<file path="config.mk">
export PLATFORM = sky130hd
export DESIGN_NAME = uart_tx_serializer
export DESIGN_NICKNAME = d
export VERILOG_FILES = /design/src/rtl/uart_tx_serializer.sv
export SDC_FILE = /design/constraint.sdc
export NUM_CORES = 1
export LEC_CHECK = 0
export CAP_MARGIN = 0
export CORE_UTILIZATION = 55
export DETAILED_ROUTE_END_ITERATION = 10
export GPL_TIMING_DRIVEN = 0
export PLACE_DENSITY = 0.81
export SLEW_MARGIN = 20
export SYNTH_ARGS = -nofsm -noshare
export SYNTH_HDL_FRONTEND = slang
export SYNTH_SLANG_ARGS = --single-unit
</file>
<file path="constraint.sdc">
create_clock -name CLK_I -period 3.2 [get_ports CLK_I]
set_input_delay 0.48 -clock CLK_I [delete_from_list [all_inputs] [get_ports CLK_I]]
set_output_delay 0.48 -clock CLK_I [all_outputs]
set_load 0.05 [all_outputs]
</file>
<file path="src/rtl/uart_tx_serializer.sv">
// -----------------------------------------------------------------------------
// uart_tx_serializer
//
// Transmit side of an 8250/16550-compatible UART. It accepts THR bytes from the
// register block, buffers them, and shifts each one out on txd_o as an
// asynchronous frame: start, 5..8 data bits LSB first, optional parity, and
// 1 / 1.5 / 2 stop bits. Every bit lasts 16 baud_tick_i pulses.
//
// Build option:
//   UART_TX_FIFO_EN defined   : FIFO_DEPTH-entry circular FIFO (16550 mode)
//   UART_TX_FIFO_EN undefined : single holding register (8250 mode); a write
//                               while full overwrites the held byte
//
// Ports:
//   CLK_I, RST_I       clock, asynchronous active-high reset
//   baud_tick_i        16x oversample enable, one cycle wide
//   wr_i, wr_data_i    THR write strobe and byte
//   fifo_clr_i         clears the buffer (wins over a same-cycle write)
//   lcr_wls_i          word length (00=5 .. 11=8)
//   lcr_stb_i          stop-bit select
//   lcr_pen_i          parity enable
//   lcr_eps_i          even parity select
//   lcr_sp_i           stick parity
//   lcr_bc_i           break control, forces txd_o low
//   txd_o              serial output, idle high
//   thre_o             buffer empty
//   temt_o             buffer empty and shifter idle
//   tx_level_o         bytes held in the buffer
// -----------------------------------------------------------------------------
module uart_tx_serializer #(
    parameter int FIFO_DEPTH = 16
) (
    input  logic       CLK_I,
    input  logic       RST_I,
    input  logic       baud_tick_i,
    input  logic       wr_i,
    input  logic [7:0] wr_data_i,
    input  logic       fifo_clr_i,
    input  logic [1:0] lcr_wls_i,
    input  logic       lcr_stb_i,
    input  logic       lcr_pen_i,
    input  logic       lcr_eps_i,
    input  logic       lcr_sp_i,
    input  logic       lcr_bc_i,
    output logic       txd_o,
    output logic       thre_o,
    output logic       temt_o,
    output logic [4:0] tx_level_o
);

    localparam logic [2:0] S_IDLE   = 3'd0;
    localparam logic [2:0] S_START  = 3'd1;
    localparam logic [2:0] S_DATA   = 3'd2;
    localparam logic [2:0] S_PARITY = 3'd3;
    localparam logic [2:0] S_STOP   = 3'd4;

    logic [2:0] state_q, state_d;
    logic [3:0] tick_q, tick_d;
    logic [2:0] bit_q, bit_d;          // index of the data bit on the line
    logic [2:0] nbits_q, nbits_d;      // word length minus one
    logic [7:0] shift_q, shift_d;
    logic       pen_q, pen_d;
    logic       par_q, par_d;
    logic [1:0] half_q, half_d;        // stop half-bits already completed
    logic [1:0] stop_last_q, stop_last_d;

    logic       buf_empty;
    logic [7:0] buf_data;
    logic       pop;
    logic       wr_ok;

    // A clear in the same cycle suppresses both the write and the load.
    assign pop   = (state_q == S_IDLE) && !buf_empty && !fifo_clr_i;
    assign wr_ok = wr_i && !fifo_clr_i;

`ifdef UART_TX_FIFO_EN
    localparam int AW = $clog2(FIFO_DEPTH);

    logic [7:0]    mem_q [FIFO_DEPTH];
    logic [AW-1:0] wr_ptr_q, rd_ptr_q;
    logic [AW:0]   count_q;
    logic          full;
    logic          push;

    assign full = (count_q == (AW+1)'(FIFO_DEPTH));
    // When full, a simultaneous pop frees the slot being written.
    assign push = wr_ok && (!full || pop);

    always_ff @(posedge CLK_I) begin
        if (push) begin
            mem_q[wr_ptr_q] <= wr_data_i;
        end
    end

    always_ff @(posedge CLK_I or posedge RST_I) begin
        if (RST_I) begin
            wr_ptr_q <= '0;
            rd_ptr_q <= '0;
            count_q  <= '0;
        end else if (fifo_clr_i) begin
            wr_ptr_q <= '0;
            rd_ptr_q <= '0;
            count_q  <= '0;
        end else begin
            if (push) wr_ptr_q <= wr_ptr_q + 1'b1;
            if (pop)  rd_ptr_q <= rd_ptr_q + 1'b1;
            case ({push, pop})
                2'b10:   count_q <= count_q + 1'b1;
                2'b01:   count_q <= count_q - 1'b1;
                default: count_q <= count_q;
            endcase
        end
    end

    assign buf_empty  = (count_q == '0);
    assign buf_data   = mem_q[rd_ptr_q];
    assign tx_level_o = 5'(count_q);
`else
    logic [7:0] hold_q;
    logic       full_q;

    always_ff @(posedge CLK_I or posedge RST_I) begin
        if (RST_I) begin
            hold_q <= 8'h00;
            full_q <= 1'b0;
        end else if (fifo_clr_i) begin
            full_q <= 1'b0;
        end else if (wr_ok) begin
            hold_q <= wr_data_i;
            full_q <= 1'b1;
        end else if (pop) begin
            full_q <= 1'b0;
        end
    end

    assign buf_empty  = !full_q;
    assign buf_data   = hold_q;
    assign tx_level_o = (FIFO_DEPTH > 0) ? {4'b0000, full_q} : 5'd0;
`endif

    logic [7:0] load_mask;
    logic       tick_end;
    logic       half_end;

    assign load_mask = 8'hFF >> (2'd3 - lcr_wls_i);
    assign tick_end  = baud_tick_i && (tick_q == 4'hF);
    assign half_end  = baud_tick_i && (tick_q[2:0] == 3'd7);

    always_comb begin
        state_d     = state_q;
        tick_d      = tick_q;
        bit_d       = bit_q;
        nbits_d     = nbits_q;
        shift_d     = shift_q;
        pen_d       = pen_q;
        par_d       = par_q;
        half_d      = half_q;
        stop_last_d = stop_last_q;

        if (pop) begin
            state_d = S_START;
            tick_d  = 4'h0;
            bit_d   = 3'd0;
            half_d  = 2'd0;
            shift_d = buf_data;
            nbits_d = {1'b1, lcr_wls_i};
            pen_d   = lcr_pen_i;
            if (lcr_sp_i) begin
                par_d = ~lcr_eps_i;
            end else if (lcr_eps_i) begin
                par_d = ^(buf_data & load_mask);
            end else begin
                par_d = ~^(buf_data & load_mask);
            end
            // Stop length in half-bits, minus one: 2, 3 or 4 half-bits.
            if (!lcr_stb_i) begin
                stop_last_d = 2'd1;
            end else if (lcr_wls_i == 2'b00) begin
                stop_last_d = 2'd2;
            end else begin
                stop_last_d = 2'd3;
            end
        end else if (state_q != S_IDLE && baud_tick_i) begin
            tick_d = tick_q + 1'b1;
            case (state_q)
                S_START: begin
                    if (tick_end) state_d = S_DATA;
                end
                S_DATA: begin
                    if (tick_end) begin
                        shift_d = shift_q >> 1;
                        if (bit_q == nbits_q) begin
                            state_d = pen_q ? S_PARITY : S_STOP;
                        end else begin
                            bit_d = bit_q + 1'b1;
                        end
                    end
                end
                S_PARITY: begin
                    if (tick_end) state_d = S_STOP;
                end
                S_STOP: begin
                    if (half_end) begin
                        if (half_q == stop_last_q) begin
                            state_d = S_IDLE;
                        end else begin
                            half_d = half_q + 1'b1;
                        end
                    end
                end
                default: state_d = S_IDLE;
            endcase
        end
    end

    always_ff @(posedge CLK_I or posedge RST_I) begin
        if (RST_I) begin
            state_q     <= S_IDLE;
            tick_q      <= 4'h0;
            bit_q       <= 3'd0;
            nbits_q     <= 3'd7;
            shift_q     <= 8'h00;
            pen_q       <= 1'b0;
            par_q       <= 1'b0;
            half_q      <= 2'd0;
            stop_last_q <= 2'd1;
        end else begin
            state_q     <= state_d;
            tick_q      <= tick_d;
            bit_q       <= bit_d;
            nbits_q     <= nbits_d;
            shift_q     <= shift_d;
            pen_q       <= pen_d;
            par_q       <= par_d;
            half_q      <= half_d;
            stop_last_q <= stop_last_d;
        end
    end

    logic line;

    always_comb begin
        case (state_q)
            S_START:  line = 1'b0;
            S_DATA:   line = shift_q[0];
            S_PARITY: line = par_q;
            default:  line = 1'b1;
        endcase
    end

    // Break overrides the line without disturbing the frame timing.
    assign txd_o  = line & ~lcr_bc_i;
    assign thre_o = buf_empty;
    assign temt_o = buf_empty && (state_q == S_IDLE);

endmodule

</file>
==> out/results.ini, run 1 <==
[run_status]
outcome = finished clean

[cts]
h-tree-depth = 2
cts_tree = yes
cts_buffers = 5
clk_path_buf_depth = 2
cts-root-buf = clkbuf_4
insertion_delay_ns = 0.35
post_cts_buffers = 0
clk_pin_slew_ns = 0.10
postCtsHoldBufs = 0
post_cts_resize_count = 0
cts_sinks = 35

[synthesis]
yosys-top-cells-area = dfrtp_1 43%, nand2_1 7.6%, mux2_2 4.8%
ys_ff_latch = 35
synthesis.area_um2 = 1866
synth.avg_cell_area_um2 = 9.819
synth.distinct_cells = 45
synthFlopType = dfrtp_1
yosysMostFrequentCell = nand2_1
synth-edff-count = 0
yosysTopAreaCell = dfrtp_1
synth_top_area_share = 0.4292
syn_inst = 190
synth_async_sr_flop_share = 1.000
synth_common_cells = 38 x nand2_1, 32 x dfrtp_1, 22 x nor2_1
ys_seq_area_frac = 0.4715
yosysWarnings = 0

[timing]
finalMaxSlewViolations = 0
setup_slack_ns = 0.5447
finalCriticalPeriod_ns = 2.655
fmax_mhz = 376.6
setup_tns_ns = 0
fin_crit_sh = 0.8298
whs_ns = 0.4754
slew_headroom = 0.5201
rsz0062_at_grt = false
worstMarginPinSlew_ns = 0.7188
setup-violations-final = 0
finalClockSkew_ns = 0.003653
hold_viol = 0

[floorplan]
ios = 28
die_x_um = 60.24
start_util = 0.5964
coreArea_um2 = 3128
fp.dieArea_um2 = 3629
die_y_um = 60.24
num_rows = 20

[detailed_routing]
viasPerCell = 5.472
wl_mm = 3.534
wl_per_cell_um = 13.24
drt_iter0_markers = 89
num_vias = 1461
ant_nets = 0
first_pass_iters = 4
route.detailed.drc = 0

[place]
dp.final_hpwl_mm = 2.544
dp_cells = 259
globalplace.congestion = 0.7792
port-buffer-count = 22
pre_cts_ws_ns = 0.8019

[worst_hold_path]
hold_end = nbits_q[0]
hold_depth = 2
holdCritPathClass = reg -> reg
worstHoldStart = nbits_q[0]

[cells_and_area]
fin_cells = 267
syn_to_final_growth_pct = 19.05
fillCellCount = 237
drive_gt1_frac = 0.1749
fin_nets = 245
final-seq-area_um2 = 879.6
antenna_cells = 0
multiInputGateArea_um2 = 873.3

[power_and_ir_drop]
pwr_density_cell_nw_per_um2 = 584.0
power_mw = 1.297
power.ir.vdd_worst_v = 0.0003259
p_leak_nw = 0.9730

[grt]
grt_max_degree = 36
grt_pass1_wl_mm = 5.934
grt_pass1_vias = 1424
antenna_found_initial = 0
overflow = 0
grt_util_all_layers = 0.2271

[critical_path]
rr_startpoint = state_q[2]
path_class = reg -> out
start_kind = flop
crit_arrival_ns = 2.18
critPathRequiredTime_ns = 2.72
crit_path_max_fanout = 8
cp-end-kind = primary output
rr_worst_depth = 7
r2r_end = shift_q[0]
r2r_slack_ns = 1.25

[run]
max_cap_violations = 0

-- final cells by class --
type                       count  share of cell area
buffer                        14             0.04732
clock buffer                   8             0.03099
inverter                       5            0.008451
multi-input combinational    139              0.3932
sequential                    35              0.3961
tap                           44             0.02479
timing repair buffer          22             0.09915
-- report_power, final --
part	switching, mW	internal (mW)	leakage [nW]
clock network	0.148	0.129	0.0386
logic	0.207	0.187	0.506
registers	0.0741	0.552	0.429
total	0.429	0.868	0.973
-- cells in the final DEF (no fill, tap or decap), types with 2 or more instances in the layout --
cell type	n
nor3_1	2
xor2_1	5
nand4_1	3
nor4_1	2
dfrtp_1	32
clkbuf_4	5
a21oi_1	4
xnor2_1	7
clkbuf_8	2
conb_1	4
a31oi_2	2
mux2_2	8
buf_4	6
o22ai_1	2
inv_1	4
buf_6	2
nor2_1	22
nor2b_1	3
clkbuf_1	3
o31a_1	2
clkdlybuf4s50_1	22
dfstp_2	3
nand3_1	4
o21ai_0	4
a31oi_1	5
nand2_1	38
ha_1	3
buf_2	3
-- per-layer routing --
metal / wire (um) / track usage / vias up
met2: 1742 / 0.3658 / 53
li1: - / - / 706
met4: 51 / 0.1196 / 0
met5: 0 / 0 / -
met1: 1488 / 0.2845 / 695
met3: 252 / 0.04762 / 7
-- state kept, by name, summed over array words and instances (netlist names), 2 cells and up --
signal,count
tick_q,4
half_q,2
shift_q,8
bit_q,3
state_q,3
buf_data,8
stop_last_q,2
nbits_q,2
-- stage by stage --
stage / utilization / cell area, um2
2_1_floorplan: - / 1877
3_3_place_gp: 0.6880 / 2152
4_1_cts: 0.7100 / 2221
6_report: 0.7100 / 2221
3_5_place_dp: 0.6880 / 2152
5_1_grt: 0.7100 / 2221
-- critical path: stages (launching register included) --
cell and delay (ns):
dfrtp_1 0.48, or3_4 0.45, nor2_1 0.09, clkdlybuf4s50_1 0.80
-- worst max path at each step --
stage | start | end | slack, ns | cells past startpoint
final | state_q[2] | temt_o | 0.54 | 3
after detailed placement | lcr_wls_i[1] | par_q | 0.80 | 6
after CTS | state_q[1] | temt_o | 0.56 | 4
after floorplan | state_q[1] | temt_o | 1.20 | 3
after global placement | lcr_wls_i[1] | par_q | 0.91 | 6
after global routing | state_q[2] | temt_o | 0.51 | 3
-- kinds of logic (layout without fill, tap and decap cells) --
family / Yosys count / count (layout) / share of synthesized area
buffers and inverters: 19 / 49 / 0.06639
other: 1 / 4 / 0.002010
adder cells (fa/ha/maj): 3 / 3 / 0.02012
multiplexers: 9 / 9 / 0.05366
AO/OA/AOI/OAI: 30 / 30 / 0.1281
AND/OR/NAND/NOR: 80 / 80 / 0.1898
XOR/XNOR: 13 / 13 / 0.06841
flip-flops: 35 / 35 / 0.4715
Note: power is estimated with default switching activity, not from simulation.
==> inputs of run 2 (changes only) <==
- CORE_UTILIZATION: 55 -> 48
- PLACE_DENSITY: 0.81 -> 0.75
- clock period: 3.2 -> 2.2 ns (I/O delays scaled with it)
==> run 2 against run 1 <==
Compared with the run above: setup slack got worse by 0.38 ns; first-iteration DRC count fell by 9.0%; worst hold slack got worse by 0.0075 ns; flip-flop and latch count is the same; combinational power increased by 43%; largest cell class unchanged.
==> out/results.ini, run 2 (synthesized netlist as in run 1, its figures left out) <==
[timing]
finalCriticalPeriod_ns = 2.037
hold_viol = 0  ; unchanged
whs_ns = 0.4680  ; -0.007496 ns
rsz0062_at_grt = false
worstMarginPinSlew_ns = 0.7035  ; -0.01530 ns
finalMaxSlewViolations = 0  ; unchanged
fin_crit_sh = 0.9261
finalClockSkew_ns = 0.004247  ; +0.0005946 ns
slew_headroom = 0.5303  ; +0.01021
setup-violations-final = 0  ; unchanged
fmax_mhz = 490.8

[power_and_ir_drop]
p_leak_nw = 1.005  ; +3.2%
power.ir.vdd_worst_v = 0.0004745  ; +46%
combPwrFrac = 0.260  ; -0.044
p_switching_uw = 636.4  ; +48%
power_mw = 2.160  ; +67%
netSwitchingFraction = 0.2946  ; -0.03634
clkPwrFrac = 0.317  ; +0.103
p_int_mw = 1.524  ; +76%
p_seq_frac = 0.423  ; -0.060
pwr_density_cell_nw_per_um2 = 946.1  ; +62%

[cts]
cts_buffers = 5  ; unchanged
cts-root-buf = clkbuf_8
h-tree-depth = 2  ; unchanged
clk_path_buf_depth = 2  ; unchanged
postCtsHoldBufs = 0  ; unchanged
clk_pin_slew_ns = 0.07  ; -0.03 ns
cts_sinks = 35  ; unchanged
insertion_delay_ns = 0.29  ; -0.06 ns
post_cts_buffers = 0  ; unchanged
cts_tree = yes

[cells_and_area]
fin_nets = 245  ; unchanged
final_common_cell = nand2_1
antenna_cells = 0  ; unchanged
drive_gt1_frac = 0.1794  ; +0.004484
fin_cells = 271  ; +1.5%
mostFrequentLayoutCells = 38 x nand2_1, 32 x dfrtp_1, 22 x nor2_1
syn_to_final_growth_pct = 22.40

[detailed_routing]
num_vias = 1424  ; -2.5%
route.detailed.drc = 0  ; unchanged
ant_nets = 0  ; unchanged
drt_iter0_markers = 81  ; -9.0%
wl_per_cell_um = 12.83  ; -3.1%
first_pass_iters = 5  ; +1
viasPerCell = 5.255  ; -4.0%
wl_mm = 3.477  ; -1.6%

[floorplan]
start_util = 0.5058  ; -0.09063
coreArea_um2 = 3689  ; +18%
num_rows = 22  ; +10%
ios = 28  ; unchanged
die_y_um = 64.34  ; +6.8%
die_x_um = 64.34  ; +6.8%
fp.dieArea_um2 = 4140  ; +14%

[place]
dp_cells = 263  ; +1.5%
globalplace.congestion = 0.7831  ; +0.50%
dp.final_hpwl_mm = 2.518  ; -1.0%
port-buffer-count = 22  ; unchanged

[critical_path]
r2r_end = shift_q[1]
r2r_slack_ns = 0.24  ; -1.01 ns
rr_startpoint = state_q[2]
cp_cell_sequence = clkdlybuf4s50_1 -> nor3b_1 -> a2111oi_0 -> nor4_1 -> nor4_1 -> o31ai_2
cpMostUsedCell = nor4_1
crit_path_max_fanout = 6  ; -2
critPathRequiredTime_ns = 2.37  ; -0.35 ns
start_kind = primary input
cp_slowest_cell = a2111oi_0
path_class = in -> reg
cp-end-kind = flop
rr_worst_depth = 7  ; unchanged
crit_arrival_ns = 2.21  ; +0.03 ns
slowest_delay_ns = 0.54  ; -0.26 ns
startpoint = lcr_wls_i[1]

[grt]
grt_util_all_layers = 0.1948  ; -0.03225
grt_max_degree = 36  ; unchanged
grt_pass1_wl_mm = 5.940  ; +0.10%
antenna_found_initial = 0  ; unchanged
overflow = 0  ; unchanged
grt_pass1_vias = 1299  ; -8.8%

[run]
max_cap_violations = 0  ; unchanged

[worst_hold_path]
holdCritPathClass = in -> async

[run_status]
outcome = finished clean

[run 2: worst max-delay path: cells and delay by family]
kind                   cells  cell delay (ns)
AND/OR/NAND/NOR            3             0.72
AO/OA/AOI/OAI              2             0.64
buffers and inverters      1             0.52
[run 2: how the worst max path moves through the flow]
stage                   to  slack (ns)
floorplan           temt_o        0.35
global placement     par_q       -0.04
detailed placement   par_q       -0.11
CTS                 temt_o        0.04
global route         txd_o        0.05
finish               par_q        0.16
[run 2: stage by stage]
stage / setup TNS [ns] / setup WS, ns / area (um2) / utilization
2_1_floorplan: 0 / 0.3518 / 1877 / -
3_3_place_gp: -0.04064 / -0.04064 / 2157 / 0.5848
3_5_place_dp: -0.1125 / -0.1125 / 2157 / 0.5848
4_1_cts: 0 / 0.03800 / 2287 / 0.6201
5_1_grt: 0 / 0.04819 / 2283 / 0.6191
6_report: 0 / 0.1625 / 2283 / 0.6191
[run 2: power groups by stage]
| stage | combinational, mW | clock, mW | sequential [mW] |
|---|---|---|---|
| CTS | 0.566 | 0.694 | 0.912 |
| finish | 0.562 | 0.685 | 0.914 |
| global route | 0.629 | 0.727 | 0.936 |
| global placement | 0.549 | 0 | 0.917 |
| detailed placement | 0.569 | 0 | 0.925 |
| floorplan | 0.449 | 0 | 0.895 |
[run 2: repair_timing]
action                                  in CTS  in global routing
endpoints found under the setup margin       2                  1
endpoints found under the hold margin        0                  0
gates cloned                                 0                  0
gates resized for setup                      2                  2
[run 2: metal layers]
| metal | vias to the layer above | part of all wire | global-route usage |
|---|---|---|---|
| li1 | 704 | - | - |
| met1 | 679 | 0.47 | 0.2468 |
| met2 | 33 | 0.46 | 0.2895 |
| met3 | 8 | 0.046 | 0.06786 |
| met4 | 0 | 0.023 | 0.1056 |
| met5 | - | 0 | 0 |
[run 2: area by class of cell]
| cell class | count | area [um2] |
|---|---|---|
| Buffer | 14 | 105.1 |
| Clock buffer | 6 | 72.57 |
| Clock inverter | 2 | 60.06 |
| Fill cell | 340 | 1405 |
| Inverter | 5 | 18.77 |
| Multi-Input combinational cell | 139 | 873.3 |
| Sequential cell | 35 | 879.6 |
| Tap cell | 48 | 60.06 |
| Timing Repair Buffer | 22 | 214.0 |
